$ cat src/rtl/uart_pkg.sv
// +----------------------------------------------------------------------------+
// | Module      : uart_pkg                                                     |
// | Description : Shared state encoding and default sizes for the UART TX.     |
// | Revision    : 1.0 - initial release                                        |
// +----------------------------------------------------------------------------+
`default_nettype none

package uart_pkg;

  localparam int DEF_WIDTH        = 8;
  localparam int DEF_CLKS_PER_BIT = 16;

  // PARITY is always encoded; it is only reachable in parity-enabled builds.
  typedef enum logic [2:0] {
    IDLE   = 3'd0,
    FETCH  = 3'd1,
    LOAD   = 3'd2,
    START  = 3'd3,
    DATA   = 3'd4,
    PARITY = 3'd5,
    STOP   = 3'd6
  } tx_state_t;

endpackage

`default_nettype wire

$ cat src/rtl/uart_baud_tick.sv
// +----------------------------------------------------------------------------+
// | Module      : uart_baud_tick                                               |
// | Description : Bit-period counter; tick marks the last cycle of each bit.   |
// | Revision    : 1.0 - initial release                                        |
// +----------------------------------------------------------------------------+
`default_nettype none

module uart_baud_tick
  import uart_pkg::*;
#(
  parameter int CLKS_PER_BIT = DEF_CLKS_PER_BIT
) (
  input  logic clk,
  input  logic rst_n,
  input  logic clr,
  output logic tick
);

  localparam int c_CNT_W = (CLKS_PER_BIT > 2) ? $clog2(CLKS_PER_BIT) : 1;
  localparam logic [c_CNT_W-1:0] c_LAST = c_CNT_W'(CLKS_PER_BIT - 1);

  logic [c_CNT_W-1:0] r_cnt;

  always_ff @(posedge clk or negedge rst_n) begin
    if (!rst_n) begin
      r_cnt <= '0;
    end else if (clr || (r_cnt == c_LAST)) begin
      r_cnt <= '0;
    end else begin
      r_cnt <= r_cnt + 1'b1;
    end
  end

  assign tick = (r_cnt == c_LAST);

endmodule

`default_nettype wire

$ cat src/rtl/uart_mem_tx.sv
// +----------------------------------------------------------------------------+
// | Module      : uart_mem_tx                                                  |
// | Description : Reads a block of words from shared memory and sends each as  |
// |               a UART frame. Define UART_TX_PARITY_EN for an even parity bit.|
// | Revision    : 1.0 - initial release                                        |
// +----------------------------------------------------------------------------+
`default_nettype none

module uart_mem_tx
  import uart_pkg::*;
#(
  parameter int WIDTH        = DEF_WIDTH,
  parameter int DEPTH        = 16,
  parameter int ADDR_WIDTH   = 4,
  parameter int CLKS_PER_BIT = DEF_CLKS_PER_BIT
) (
  input  logic                  clk,
  input  logic                  rst_n,
  input  logic                  start,
  input  logic [ADDR_WIDTH-1:0] start_addr,
  input  logic [ADDR_WIDTH:0]   len,
  output logic                  busy,
  output logic                  done,
  output logic                  mem_re,
  output logic [ADDR_WIDTH-1:0] mem_raddr,
  input  logic [WIDTH-1:0]      mem_rdata,
  output logic                  tx
);

  localparam int c_BIT_W = (WIDTH > 2) ? $clog2(WIDTH) : 1;
  localparam logic [ADDR_WIDTH-1:0] c_LAST_ADDR = ADDR_WIDTH'(DEPTH - 1);
  localparam logic [c_BIT_W-1:0]    c_LAST_BIT  = c_BIT_W'(WIDTH - 1);

  tx_state_t             r_state;
  tx_state_t             w_next;
  logic [ADDR_WIDTH-1:0] r_addr;
  logic [ADDR_WIDTH:0]   r_remaining;
  logic [WIDTH-1:0]      r_shift;
  logic [c_BIT_W-1:0]    r_bit;
  logic                  r_tx;
  logic                  r_done;
  logic                  w_tx_next;
  logic                  w_tick;
  logic                  w_clr;
`ifdef UART_TX_PARITY_EN
  logic                  r_par;
`endif

  // Restarting the bit counter on every state entry keeps bit edges aligned.
  assign w_clr = (w_next != r_state);

  uart_baud_tick #(
    .CLKS_PER_BIT (CLKS_PER_BIT)
  ) u_baud (
    .clk   (clk),
    .rst_n (rst_n),
    .clr   (w_clr),
    .tick  (w_tick)
  );

  always_ff @(posedge clk or negedge rst_n) begin
    if (!rst_n) begin
      r_state <= IDLE;
    end else begin
      r_state <= w_next;
    end
  end

  always_comb begin
    w_next = r_state;
    case (r_state)
      IDLE:   if (start && (len != '0)) w_next = FETCH;
      FETCH:  w_next = LOAD;
      LOAD:   w_next = START;
      START:  if (w_tick) w_next = DATA;
      DATA: begin
        if (w_tick && (r_bit == c_LAST_BIT)) begin
`ifdef UART_TX_PARITY_EN
          w_next = PARITY;
`else
          w_next = STOP;
`endif
        end
      end
      PARITY: if (w_tick) w_next = STOP;
      STOP:   if (w_tick) w_next = (r_remaining != '0) ? FETCH : IDLE;
      default: w_next = IDLE;
    endcase
  end

  always_comb begin
    busy      = (r_state != IDLE);
    mem_re    = (r_state == FETCH);
    w_tx_next = 1'b1;
    case (r_state)
      START:  w_tx_next = 1'b0;
      DATA:   w_tx_next = r_shift[0];
`ifdef UART_TX_PARITY_EN
      PARITY: w_tx_next = r_par;
`endif
      default: w_tx_next = 1'b1;
    endcase
  end

  always_ff @(posedge clk or negedge rst_n) begin
    if (!rst_n) begin
      r_addr      <= '0;
      r_remaining <= '0;
      r_shift     <= '0;
      r_bit       <= '0;
      r_tx        <= 1'b1;
      r_done      <= 1'b0;
`ifdef UART_TX_PARITY_EN
      r_par       <= 1'b0;
`endif
    end else begin
      r_tx   <= w_tx_next;
      r_done <= ((r_state == IDLE) && start && (len == '0)) ||
                ((r_state == STOP) && w_tick && (r_remaining == '0));
      case (r_state)
        IDLE: begin
          if (start && (len != '0)) begin
            r_addr      <= start_addr;
            r_remaining <= len;
          end
        end
        LOAD: begin
          r_shift     <= mem_rdata;
          r_addr      <= (r_addr == c_LAST_ADDR) ? '0 : r_addr + 1'b1;
          r_remaining <= r_remaining - 1'b1;
          r_bit       <= '0;
`ifdef UART_TX_PARITY_EN
          r_par       <= ^mem_rdata;
`endif
        end
        DATA: begin
          if (w_tick) begin
            r_shift <= r_shift >> 1;
            r_bit   <= r_bit + 1'b1;
          end
        end
        default: ;
      endcase
    end
  end

  assign mem_raddr = r_addr;
  assign tx        = r_tx;
  assign done      = r_done;

endmodule

`default_nettype wire

$ cat config.mk
export PLATFORM = sky130hd
export DESIGN_NAME = uart_mem_tx
export DESIGN_NICKNAME = d
export VERILOG_FILES = /design/src/rtl/uart_pkg.sv /design/src/rtl/uart_baud_tick.sv /design/src/rtl/uart_mem_tx.sv
export SDC_FILE = /design/constraint.sdc
export NUM_CORES = 1
export LEC_CHECK = 0
export ABC_AREA = 1
export BUFFER_PORTS_ARGS = -buffer_cell sky130_fd_sc_hd__buf_2
export CORE_MARGIN = 2
export CORE_UTILIZATION = 55
export CTS_CLUSTER_DIAMETER = 150
export CTS_CLUSTER_SIZE = 24
export DETAILED_ROUTE_END_ITERATION = 12
export GPL_ROUTABILITY_DRIVEN = 0
export PLACE_DENSITY = 0.79
export SLEW_MARGIN = 10
export SYNTH_ARGS = -nofsm -noshare
export SYNTH_HDL_FRONTEND = slang
export SYNTH_SLANG_ARGS = --single-unit
$ cat constraint.sdc
create_clock -name clk -period 1.8 [get_ports clk]
set_input_delay 0 -clock clk [delete_from_list [all_inputs] [get_ports clk]]
set_output_delay 0 -clock clk [all_outputs]
set_load 0.005 [all_outputs]
==> flow_metrics.tcl <==
set metrics [dict create \
    antenna_left 0 \
    synth.cell_area_um2 1610 \
    hold_path.class "input pin to flop" \
    cts.clk_slew.worst_paths_ps 90 \
    syn_to_final_growth_pct 22.1 \
    fin_crit_sh_pct 88.6 \
    layout_common_cells "44 x nand2_1, 28 x dfrtp_1, 27 x buf_2" \
    coreArea_um2 2780 \
    die_w_um 58.2 \
    synth_ff_type "dfrtp_1" \
    firstDrtPassIters 4 \
    grt_max_degree 30 \
    finalSetupViolations 0 \
    rr_worst_depth 11 \
    syn_inst 190 \
    finalWirelength_mm 3.53 \
    cts_tree "built" \
    viasPerCell 5.45 \
    slew_viol_final 0 \
    async_flop_share_pct 100 \
    cp-start-kind "flop" \
    period_minus_slack_ps 1590 \
    synth_cell_types 34 \
    arrival_ps 1850 \
    synthesis.nets 216 \
    synth_edf_count 0 \
    cts_buffers 5 \
    antenna_cells 0 \
    tns_ps 0 \
    synth-warning-count 0 \
    drive_above_1_share_pct 25.3 \
    portBuffers 27 \
    status "completed" \
    drt_iter0_drc 53 \
    ir_drop_mv 0.523 \
    grt_pass1_vias 1427 \
    crit_type "flop to flop" \
    overflow 0 \
    fp.dieArea_um2 3380 \
    final_hold_viol_count 0 \
    worst_slack_ps 206 \
    place_ws_ps 163 \
    clock-skew-final_ps 4.54 \
    grt_usage_pct 23.9 \
    synth_seq_cells 29 \
    grt_first_pass_wirelength_mm 6.15 \
    cts_max_level 2 \
    min_path_cells 5 \
    power-per-cell-area_nw_per_um2 570 \
    placementRows 19 \
    yosysSeqAreaShare_pct 45.0 \
    final_common_cell "nand2_1" \
    worstSkewPairLatency_ps 320 \
    final_core_util_pct 70.9 \
    syn_area_per_cell_um2 8.49 \
    antenna_found_initial 0 \
    wl_per_cell_um 13.2 \
    initial_core_util_pct 58.0 \
    nets 262 \
    ctsLongestPathBuffers 2 \
    vias 1460 \
    endpoint_kind "flop" \
    grt_setup_unrepaired "false" \
    leakagePower_nw 0.988 \
    cts_sinks 29 \
    crit_required_ps 2060 \
    path_max_fanout 4 \
    p_total_mw 1.12 \
    max_slew_margin_pct 57.4 \
    root_buffer "clkbuf_4" \
    tightest_slew_ps 640 \
    die_h_um 58.2 \
    clock.fmax_ghz 0.627 \
    drc 0 \
    dp_hpwl_mm 2.51 \
    ios 28 \
    cap_violations 0 \
]
## through the flow
step | hold WS, ps | area, um^2 | std cells
after floorplan | -296 | 1610 | 190
after global placement | 55.3 | 1760 | 245
after detailed placement | 61.5 | 1760 | 245
after CTS | 18.1 | 1960 | 268
after global routing | 55.2 | 1970 | 268
final | 27.2 | 1970 | 268
## timing repair
item | 4_1_cts | 5_1_grt
setup endpoints to repair | 0 | 12
hold buffers | 15 | 0
buffers inserted | 0 | 0
hold endpoints to repair | 42 | 0
resized for setup | 0 | 4
## synth_stat cells, drive strengths merged, types with 2 or more instances
cell type | n | share of area [%]
nand2 | 46 | 11
dfrtp | 28 | 43
inv | 23 | 5.3
nor2 | 23 | 6.4
o21ai | 19 | 6.8
nand3 | 12 | 5.1
o211ai | 7 | 4.2
ha | 6 | 4.7
buf | 4 | 2.2
a21oi | 3 | 0.93
a31oi | 3 | 1.6
nor3 | 3 | 0.93
a22oi | 2 | 0.93
o31ai | 2 | 0.93
xnor2 | 2 | 1.1
## sequential cells by signal, indices dropped and copies added (netlist names)
signal and count:
r_remaining 5, r_bit 3, u_baud.r_cnt 4, done 1, r_state 3, mem_raddr 4, r_shift 8, tx 1
## cell type report
type,instances,area [um^2]
fill,216,811
timing repair buffer,43,293
sequential,29,727
clock inverter,2,10.0
inverter,23,92.6
tap,31,38.8
multi-input combinational,134,768
clock buffer,6,41.3
## power by group
part | internal, mW | total [mW] | switching, mW
Clock | 0.148 | 0.374 | 0.226
Combinational | 0.0475 | 0.0854 | 0.0379
Sequential | 0.661 | 0.664 | 0.00328
Total | 0.857 | 1.12 | 0.267
## worst max-delay path, cell delays in order (launching register included)
cell and delay, ps:
dfrtp_1 410, ha_1 210, ha_1 180, inv_1 50
nand2_1 50, nand2_1 60, nor2_1 40, nor2_1 80
nand2_1 80, a21oi_1 120, nand2_1 120, nor2_1 120
## final timing paths
path | start | end | slack (ps)
worst min register to register | u_baud.r_cnt[0] | u_baud.r_cnt[0] | 470
worst max-delay path | r_bit[0] | u_baud.r_cnt[1] | 210
worst min-delay path | len[0] | r_remaining[0] | 30
worst max register to register | r_bit[0] | u_baud.r_cnt[1] | 210
max in group asynchronous | rst_n | r_remaining[0] | 1160
min in group asynchronous | rst_n | r_state[2] | 220
## routing by layer
metal / part of all wire (%) / wire length (um) / global-route usage (%)
met2: 52 / 1830 / 39.9
met5: 0 / 0 / 0
met3: 4.1 / 145 / 5.36
met4: 1.1 / 39 / 9.97
met1: 43 / 1510 / 30.0
## cells by family after synthesis
| logic type | after synthesis | synth area share, % |
|---|---|---|
| xor gates and xnor gates | 3 | 1.63 |
| AOI/OAI and AO/OA | 40 | 17.4 |
| DFF | 29 | 45.0 |
| adders and majority gates | 6 | 4.65 |
| buffers and inverters | 27 | 7.52 |
| and+or+nand+nor | 85 | 23.7 |
(Power assumes the default switching activity.)
